$ cat src/rtl/cla_pkg.sv
// Shared 16-bit carry-lookahead helpers used by the CLA adder and subtractor datapaths.
package cla_pkg;

  localparam int unsigned SEG_W = 16;

  // Carry into bit idx of a 16-bit segment in flat sum-of-products form; idx = SEG_W is the carry-out.
  function automatic logic cla16_carry_at(input int idx, input logic cin,
                                          input logic [SEG_W-1:0] g,
                                          input logic [SEG_W-1:0] p);
    logic c;
    logic t;
    t = cin;
    for (int j = 0; j < int'(SEG_W); j++) begin
      if (j < idx) t = t & p[j];
    end
    c = t;
    for (int i = 0; i < int'(SEG_W); i++) begin
      if (i < idx) begin
        t = g[i];
        for (int j = i + 1; j < int'(SEG_W); j++) begin
          if (j < idx) t = t & p[j];
        end
        c = c | t;
      end
    end
    return c;
  endfunction

  // 16-term lookahead carry-out of a segment.
  function automatic logic cla16_cout(input logic cin, input logic [SEG_W-1:0] g,
                                      input logic [SEG_W-1:0] p);
    return cla16_carry_at(int'(SEG_W), cin, g, p);
  endfunction

  // Segment sum vector: each bit is its propagate XOR the lookahead carry into it.
  function automatic logic [SEG_W-1:0] cla16_sum(input logic cin, input logic [SEG_W-1:0] g,
                                                 input logic [SEG_W-1:0] p);
    logic [SEG_W-1:0] s;
    s = '0;
    for (int i = 0; i < int'(SEG_W); i++) begin
      s[i] = p[i] ^ cla16_carry_at(i, cin, g, p);
    end
    return s;
  endfunction

endpackage

$ cat src/rtl/cla_sub_seg16.sv
// One 16-bit subtract segment: a + ~b + cin with lookahead carries.
module cla_sub_seg16
  import cla_pkg::*;
(
  input  logic [SEG_W-1:0] a_seg,
  input  logic [SEG_W-1:0] b_seg,
  input  logic             cin,
  output logic [SEG_W-1:0] s_seg,
  output logic             cout,
  output logic             c_msb
);

  logic [SEG_W-1:0] w_g;
  logic [SEG_W-1:0] w_p;

  // Generate/propagate in the borrow direction (subtrahend inverted).
  assign w_g   = a_seg & ~b_seg;
  assign w_p   = a_seg ^ ~b_seg;

  assign s_seg = cla16_sum(cin, w_g, w_p);
  assign cout  = cla16_cout(cin, w_g, w_p);
  assign c_msb = cla16_carry_at(int'(SEG_W) - 1, cin, w_g, w_p);

endmodule

$ cat src/rtl/cla_sub_pipe.sv
// Pipelined subtractor diff = a - b - bin; one 16-bit segment resolved per stage,
// inter-segment carry registered. WIDTH must be a multiple of 16 with at least two segments.
module cla_sub_pipe
  import cla_pkg::*;
#(
  parameter int unsigned WIDTH = 64
) (
  input  logic             clk,
  input  logic             rst,
  input  logic             in_valid,
  output logic             in_ready,
  input  logic [WIDTH-1:0] a,
  input  logic [WIDTH-1:0] b,
  input  logic             bin,
  output logic             out_valid,
  input  logic             out_ready,
  output logic [WIDTH-1:0] diff,
  output logic             bout,
  output logic             ovf
);

  localparam int unsigned SEG       = SEG_W;
  localparam int unsigned STAGES    = WIDTH / SEG;
  // Stage k keeps SEG*(k+1) diff bits; all stages are packed into one vector.
  localparam int unsigned DIFF_BITS = SEG * STAGES * (STAGES + 1) / 2;
  // Stage k (k < STAGES-1) keeps WIDTH-SEG*(k+1) unresolved operand bits.
  localparam int unsigned REM_BITS  = (STAGES - 1) * WIDTH - SEG * (STAGES - 1) * STAGES / 2;
  localparam int unsigned LAST_DOFF = SEG * (STAGES - 1) * STAGES / 2;

  logic [STAGES-1:0]    r_v;
  logic [STAGES-1:0]    w_adv;
  logic [STAGES-2:0]    r_c;
  logic [DIFF_BITS-1:0] r_diff;
  logic [REM_BITS-1:0]  r_ra;
  logic [REM_BITS-1:0]  r_rb;
  logic                 r_bout;
  logic                 r_ovf;

  genvar k;

  // A stage may advance when it is empty or every stage downstream of it can advance.
  for (k = 0; k < STAGES; k++) begin : gen_adv
    assign w_adv[k] = out_ready | ~(&r_v[STAGES-1:k]);
  end

  assign in_ready  = w_adv[0] & ~rst;
  assign out_valid = r_v[STAGES-1];
  assign diff      = r_diff[LAST_DOFF +: WIDTH];
  assign bout      = r_bout;
  assign ovf       = r_ovf;

  for (k = 0; k < STAGES; k++) begin : gen_stage
    localparam int unsigned DW   = SEG * (k + 1);
    localparam int unsigned DOFF = SEG * k * (k + 1) / 2;
    localparam int unsigned SW   = WIDTH - SEG * k;

    logic [SW-1:0]  w_src_a;
    logic [SW-1:0]  w_src_b;
    logic [SEG-1:0] w_s;
    logic           w_cin;
    logic           w_cout;
    logic           w_cmsb;
    logic           w_vin;
    logic [DW-1:0]  w_dnext;

    if (k == 0) begin : g_first
      assign w_src_a = a;
      assign w_src_b = b;
      assign w_cin   = ~bin;
      assign w_vin   = in_valid & in_ready;
      assign w_dnext = w_s;
    end else begin : g_next
      localparam int unsigned PDOFF = SEG * (k - 1) * k / 2;
      localparam int unsigned PROFF = (k - 1) * WIDTH - SEG * (k - 1) * k / 2;
      assign w_src_a = r_ra[PROFF +: SW];
      assign w_src_b = r_rb[PROFF +: SW];
      assign w_cin   = r_c[k-1];
      assign w_vin   = r_v[k-1];
      assign w_dnext = {w_s, r_diff[PDOFF +: SEG * k]};
    end

    cla_sub_seg16 u_seg (
      .a_seg (w_src_a[SEG-1:0]),
      .b_seg (w_src_b[SEG-1:0]),
      .cin   (w_cin),
      .s_seg (w_s),
      .cout  (w_cout),
      .c_msb (w_cmsb)
    );

    // Valid bit and accumulated diff bits; a stalled stage holds.
    always_ff @(posedge clk) begin
      if (rst) begin
        r_v[k]              <= 1'b0;
        r_diff[DOFF +: DW]  <= '0;
      end else if (w_adv[k]) begin
        r_v[k]              <= w_vin;
        r_diff[DOFF +: DW]  <= w_dnext;
      end
    end

    if (k < STAGES - 1) begin : g_carry
      localparam int unsigned RW   = WIDTH - SEG * (k + 1);
      localparam int unsigned ROFF = k * WIDTH - SEG * k * (k + 1) / 2;

      // Only the final segment's carry into its MSB matters for overflow.
      logic w_unused_cmsb;
      assign w_unused_cmsb = w_cmsb;

      // Segment carry-out and the operand bits still to be resolved.
      always_ff @(posedge clk) begin
        if (rst) begin
          r_c[k]             <= 1'b0;
          r_ra[ROFF +: RW]   <= '0;
          r_rb[ROFF +: RW]   <= '0;
        end else if (w_adv[k]) begin
          r_c[k]             <= w_cout;
          r_ra[ROFF +: RW]   <= w_src_a[SW-1:SEG];
          r_rb[ROFF +: RW]   <= w_src_b[SW-1:SEG];
        end
      end
    end else begin : g_last
      // Borrow-out is the inverted final carry; overflow compares carries into and out of the MSB.
      always_ff @(posedge clk) begin
        if (rst) begin
          r_bout <= 1'b0;
          r_ovf  <= 1'b0;
        end else if (w_adv[k]) begin
          r_bout <= ~w_cout;
          r_ovf  <= w_cmsb ^ w_cout;
        end
      end
    end
  end

endmodule

$ cat config.mk
export PLATFORM = sky130hd
export DESIGN_NAME = cla_sub_pipe
export DESIGN_NICKNAME = d
export VERILOG_FILES = /design/src/rtl/cla_pkg.sv /design/src/rtl/cla_sub_seg16.sv /design/src/rtl/cla_sub_pipe.sv
export SDC_FILE = /design/constraint.sdc
export NUM_CORES = 1
export LEC_CHECK = 0
export CAP_MARGIN = 20
export CORE_MARGIN = 5
export CORE_UTILIZATION = 45
export DETAILED_ROUTE_END_ITERATION = 8
export GPL_TIMING_DRIVEN = 0
export PLACE_DENSITY_LB_ADDON = 0.2
export SYNTH_ARGS = -nofsm -noshare
export SYNTH_HDL_FRONTEND = slang
export SYNTH_SLANG_ARGS = --single-unit
$ cat constraint.sdc
create_clock -name clk -period 3 [get_ports clk]
set_clock_uncertainty 0.15 [all_clocks]
set_input_delay 0.6 -clock clk [delete_from_list [all_inputs] [get_ports clk]]
set_output_delay 0.6 -clock clk [all_outputs]
set_load 0.01 [all_outputs]
Yosys cells after proc, flatten, opt, wreduce, memory -nomap -nowiden. Cells that the tools add are included.

Output and inout port bits: 68. Bits in registers: 361. Logic and storage cells: 1200. Input bits: 133.

Bitwise operators: 1178. Reductions and logical operators: 3.

Operators by type and width (number): 1-bit bitwise OR (548); 1-bit bitwise AND (546); 1-bit bitwise XOR (65); 16-bit bitwise AND (4); 16-bit NOT (4); 16-bit bitwise XOR (4); 1-bit NOT (7); 4-bit AND reduction (1); 3-bit AND reduction (1); 2-bit AND reduction (1).

Depth between registers and ports, before layout.
Word-level depth: 35. Depth in mapped cells: 11. Depth with buffers taken out: 11.

By module. From an unflattened synthesis, not the netlist that was laid out.

Cells, all modules: 1997. Area, all modules: 15742.6 µm².

By module, submodules not included: cla_sub_pipe (times used 1, sequential area each 7226.9 µm², cells each 1591, area each 12692.2 µm²); cla_sub_seg16 at gen_stage[0].u_seg (times used 1, sequential area each 0.0 µm², cells each 117, area each 870.8 µm²); cla_sub_seg16 at gen_stage[1].u_seg (times used 1, sequential area each 0.0 µm², cells each 105, area each 794.5 µm²); cla_sub_seg16 at gen_stage[3].u_seg (times used 1, sequential area each 0.0 µm², cells each 90, area each 703.2 µm²); cla_sub_seg16 at gen_stage[2].u_seg (times used 1, sequential area each 0.0 µm², cells each 94, area each 681.9 µm²).

Least setup slack after synthesis. No wires, ideal clock.

Kind: input-to-reg. Start: in b[0]. End: reg r_diff[15] (netlist: gen_stage[1].w_dnext[15]). Slack: 0.247 ns. Path buffers: 0. Arrival time: 2.481 ns. Setup time: 0.122 ns. Stages on the path: 11. Cell sequence: inv_1 ha_1 ha_1 o211ai_2 a211oi_2 o21ai_1 a21oi_2 o41ai_4 o21ai_1 nor4b_1 a311o_1.

Longest elaborated chain between the ends: 33. Elaborated cells between the ends (all ways): 48.

Ends and longest elaborated chain: start, declared (line cla_sub_pipe.sv:13) `input logic [WIDTH-1:0] b,`; 16-bit NOT * (line cla_sub_seg16.sv:17, cla_sub_seg16.sv:18); 16-bit bitwise XOR (line cla_sub_seg16.sv:18) `assign w_p = a_seg ^ ~b_seg;`; 1-bit bitwise AND (15 in series) (line cla_pkg.sv:14) `if (j < idx) t = t & p[j];`; 1-bit bitwise OR * (15 in series) (line cla_pkg.sv:23) `c = c | t;`; 1-bit bitwise XOR * (line cla_pkg.sv:41) `s[i] = p[i] ^ cla16_carry_at(i, cin, g, p);`; end signal, assigned by index (line cla_sub_pipe.sv:98) `r_diff[DOFF +: DW] <= w_dnext;`; end, declared (line cla_sub_pipe.sv:33) `logic [DIFF_BITS-1:0] r_diff;`.

Mark *: on every way between the ends. The rest lies on a longest branch, timed or not. A chain may end at the register's enable or synchronous reset.

Final worst setup path.
Start: in b[6]. End: reg r_diff[15] (netlist: gen_stage[1].w_dnext[15]).

Longest elaborated chain between the ends: 27. Elaborated cells between the ends (all ways): 90.

Ends and longest elaborated chain (line): 16-bit NOT * (cla_sub_seg16.sv:17, cla_sub_seg16.sv:18); 16-bit bitwise XOR (cla_sub_seg16.sv:18); 1-bit bitwise AND, on equally long branches (9 in series) (cla_pkg.sv:14, cla_pkg.sv:21); 1-bit bitwise OR (6 in series) (cla_pkg.sv:23); 1-bit bitwise OR * (9 in series) (cla_pkg.sv:23); 1-bit bitwise XOR * (cla_pkg.sv:41).

Marked as above.

==> results.yml <==
status:
  outcome: "finished clean"
final_layout:
  seqCellArea_um2: 7228
  final_area_um2: 18830
  multi_input_area_um2: 6928
  area_growth_pct: 26.27
  fillCellCount: 3089
  post-route-util_pct: 57.72
  diodes: 0
  nets: 2358
  drive_gt1_share_pct: 4.819
run:
  maxCapViolCount: 0
sta:
  setup_viol: 0
  slew_violations: 0
  max_freq_ghz: 0.3427
  period_needed_ns: 2.918
  finalSetupTns_ns: 0
  slew_headroom_pct: 31.26
  worstMarginPinSlew_ns: 1.031
  period_share_pct: 97.26
  hold_viol_final: 0
  worst_slack_ns: 0.08223
cts:
  clock_latency_ns: 0.53
  clock_sinks: 361
  htreeDepth: 2
  clk_pin_slew_worst_paths_ns: 0.06
  cts_buffers: 38
  hold_buffers: 0
  clockBufferDepth: 3
  cts_tree: "done"
  cts_root_buffer: "clkbuf_16"
floorplanning:
  start_util_pct: 45.71
  num_io_pins: 201
  die_area_um2: 36880
  rows: 66
  die_w_um: 192.0
  coreArea_um2: 32620
  die_h_um: 192.0
synthesis:
  yosys_most_used_dff: "dfxtp_1"
  ys_types: 51
  synth.ff_latch_count: 361
  yosys-top-cells-area: "dfxtp_1, nand2_1, a21oi_1"
  avgSynthCellArea_um2: 7.807
  postSynth.asyncResetShare_pct: 0
  synth_compound_area_share_pct: 16.35
  yosysSeqAreaShare_pct: 48.47
  synthSimpleGateAreaFrac_pct: 21.50
  synth_top_cell_by_area: "dfxtp_1"
  syn-num-nets: 2115
  yosysMostFrequentCell: "nand2_1"
  yosys.area_share.xor_xnor_pct: 2.115
  synth_top_family_by_area: "simple AND/OR/NAND/NOR gates"
  synth_area_um2: 14910
  muxShareOfSynthArea_pct: 0
  synthTopCellsByCount: "nand2_1, dfxtp_1, a21oi_1, clkbuf_1, inv_1"
  synth_top_area_share_pct: 48.47
  synthCells: 1910
  synth_warnings: 0
  synthAdderAreaFrac_pct: 6.243
  synth_edf_count: 0
setup_path:
  crit_path_start_kind: "input port"
  crit_arrival_ns: 3.18
  cp.buffers_inverters: 2
  worstPathCellList: "clkdlybuf4s50_1, inv_1, ha_1, a21oi_1, o21ai_0, nor3_1, a21oi_4, o41ai_4, o21ai_2, nor4b_1, a311o_1"
  worstSetupPathType: "input port to register"
  cpPeakStageDelay_ns: 0.46
  rr_endpoint: "diff[62]"
  critical_path.max_fanout: 4
  crit_slowest_cell: "o41ai_4"
  crit_path_start: "b[6]"
  r2r_cells: 10
  ff2ff_setup_slack_ns: 0.12
  cp_top_family: "compound AO/OA/AOI/OAI gates"
  crit_end: "gen_stage[1].w_dnext[15]"
  worstReg2RegStart: "gen_stage[3].w_src_b[0]"
  critPathCaptureType: "register"
  cp.required_ns: 3.26
  path_depth: 11
power_and_ir_drop:
  power.leakage_nw: 7.561
  power_density_nw_per_um2: 608.8
  finalPower_mw: 11.46
  ir_drop_v: 0.0003604
hold_path:
  hold_class: "register to register"
route:
  drt_iter0_markers: 691
  vias: 13368
  drc: 0
  drt-total-wl_um: 42290
  dr.pass1.iters: 5
  drtAntennaViolNets: 0
  via_per_inst: 5.100
  avgRoutedWirePerCell_um: 16.14
global_route:
  antenna_found_initial: 0
  grt_pass1_vias: 13060
  grt_max_degree: 14
  grt_pass1_wl_um: 66050
  grt_overflow: 0
  track_usage_pct: 22.37
placed_design:
  portBuffers: 199
  dp_hpwl_um: 31770
  placed_area_um2: 17460
  post-place-ws_ns: -0.8387
  gp_congestion: 0.8837
-- worst min path at each step --
stage          slack (ns)                     start                  endpoint  cells after the start
2_1_floorplan        0.28  gen_stage[1].w_src_b[10]  gen_stage[1].w_src_b[10]                      2
3_3_place_gp         0.29  gen_stage[1].w_src_a[42]  gen_stage[1].w_src_a[42]                      2
3_5_place_dp         0.29                  diff[58]                  diff[58]                      2
4_1_cts              0.30                  diff[58]                  diff[58]                      2
5_1_grt              0.32  gen_stage[1].w_src_b[14]  gen_stage[1].w_src_b[14]                      2
6_report             0.30                  diff[58]                  diff[58]                      2
-- cell usage in the layout (no fill, tap or decap), types with 10 or more instances in the layout --
cell             Yosys  routed
nand3_1             13      13
nand2_1            673     673
a211oi_1            14      14
a21oi_1            356     356
xor2_1              14      14
or3_1               13      13
buf_2               16      14
inv_1               86      86
o21a_1              10      10
ha_1                68      67
o21ai_0             10      10
nor2_1              40      39
clkbuf_16            0      41
buf_1               11      11
dfxtp_1            361     360
xnor2_1             22      22
clkbuf_8             0      12
nor3_1              15      15
clkdlybuf4s50_1      0     196
clkbuf_1            93      96
-- layout make-up --
class / instances / area share [%]
multi-input combinational: 1343 / 36.80
tap: 442 / 2.937
inverter: 86 / 1.715
clock buffer: 57 / 6.406
clock inverter: 9 / 0.3987
buffer: 119 / 2.578
timing repair buffer: 204 / 10.78
sequential: 361 / 38.39
-- metrics by stage --
step	instances	hold WS, ns
floorplan	1910	0.2819
global placement	2551	0.2884
global route	2621	0.3155
finish	2621	0.2987
detailed placement	2551	0.2938
CTS	2618	0.3012
-- metal layers --
layer  global-route usage [%]  vias up  wire length [µm]  share of wire (%)
met2                    36.68      335             19420                 46
met3                    3.435      100              2096                5.0
met4                    9.517        0              1881                4.4
met1                    29.46     6194             18900                 45
li1                         -     6739                 -                  -
met5                        0        -                 0                  0
-- sequential cells by signal, summed over array words and instances, names as in the netlist --
| register | cells |
|---|---|
| bout | 1 |
| diff | 64 |
| gen_stage.w_cin | 3 |
| gen_stage.w_dnext | 96 |
| gen_stage.w_src_a | 96 |
| gen_stage.w_src_b | 96 |
| gen_stage.w_vin | 3 |
| out_valid | 1 |
| ovf | 1 |
-- worst register-to-register path, delay by kind of cell, from the launching register on --
kind | cells | cell delay (ns)
AO/OA/AOI/OAI | 7 | 1.65
adder cells (fa/ha/maj) | 2 | 0.51
buffers and inverters | 1 | 0.07
flip-flops | 1 | 0.40
-- cell families (layout without fill, tap and decap cells) --
| kind of cell | after synthesis | after routing |
|---|---|---|
| buffers and inverters | 206 | 475 |
| XOR/XNOR | 36 | 36 |
| flip-flops | 361 | 361 |
| adder cells (fa/ha/maj) | 72 | 72 |
| AND/OR/NAND/NOR | 796 | 796 |
| AO/OA/AOI/OAI | 439 | 439 |
-- report_power, final --
group	total [mW]	internal, mW	leakage [nW]	switching [mW]
Combinational	1.40	0.708	3.95	0.690
Clock	4.75	2.86	0.634	1.89
Sequential	5.32	5.13	2.98	0.190
Total	11.5	8.69	7.56	2.77
-- what timing repair did --
action / in CTS / in global routing
pin swaps: 0 / 8
endpoints found under the setup margin: 41 / 8
resized for setup: 12 / 13
buffers inserted: 2 / 3
Power figures use the tool's default switching activity.
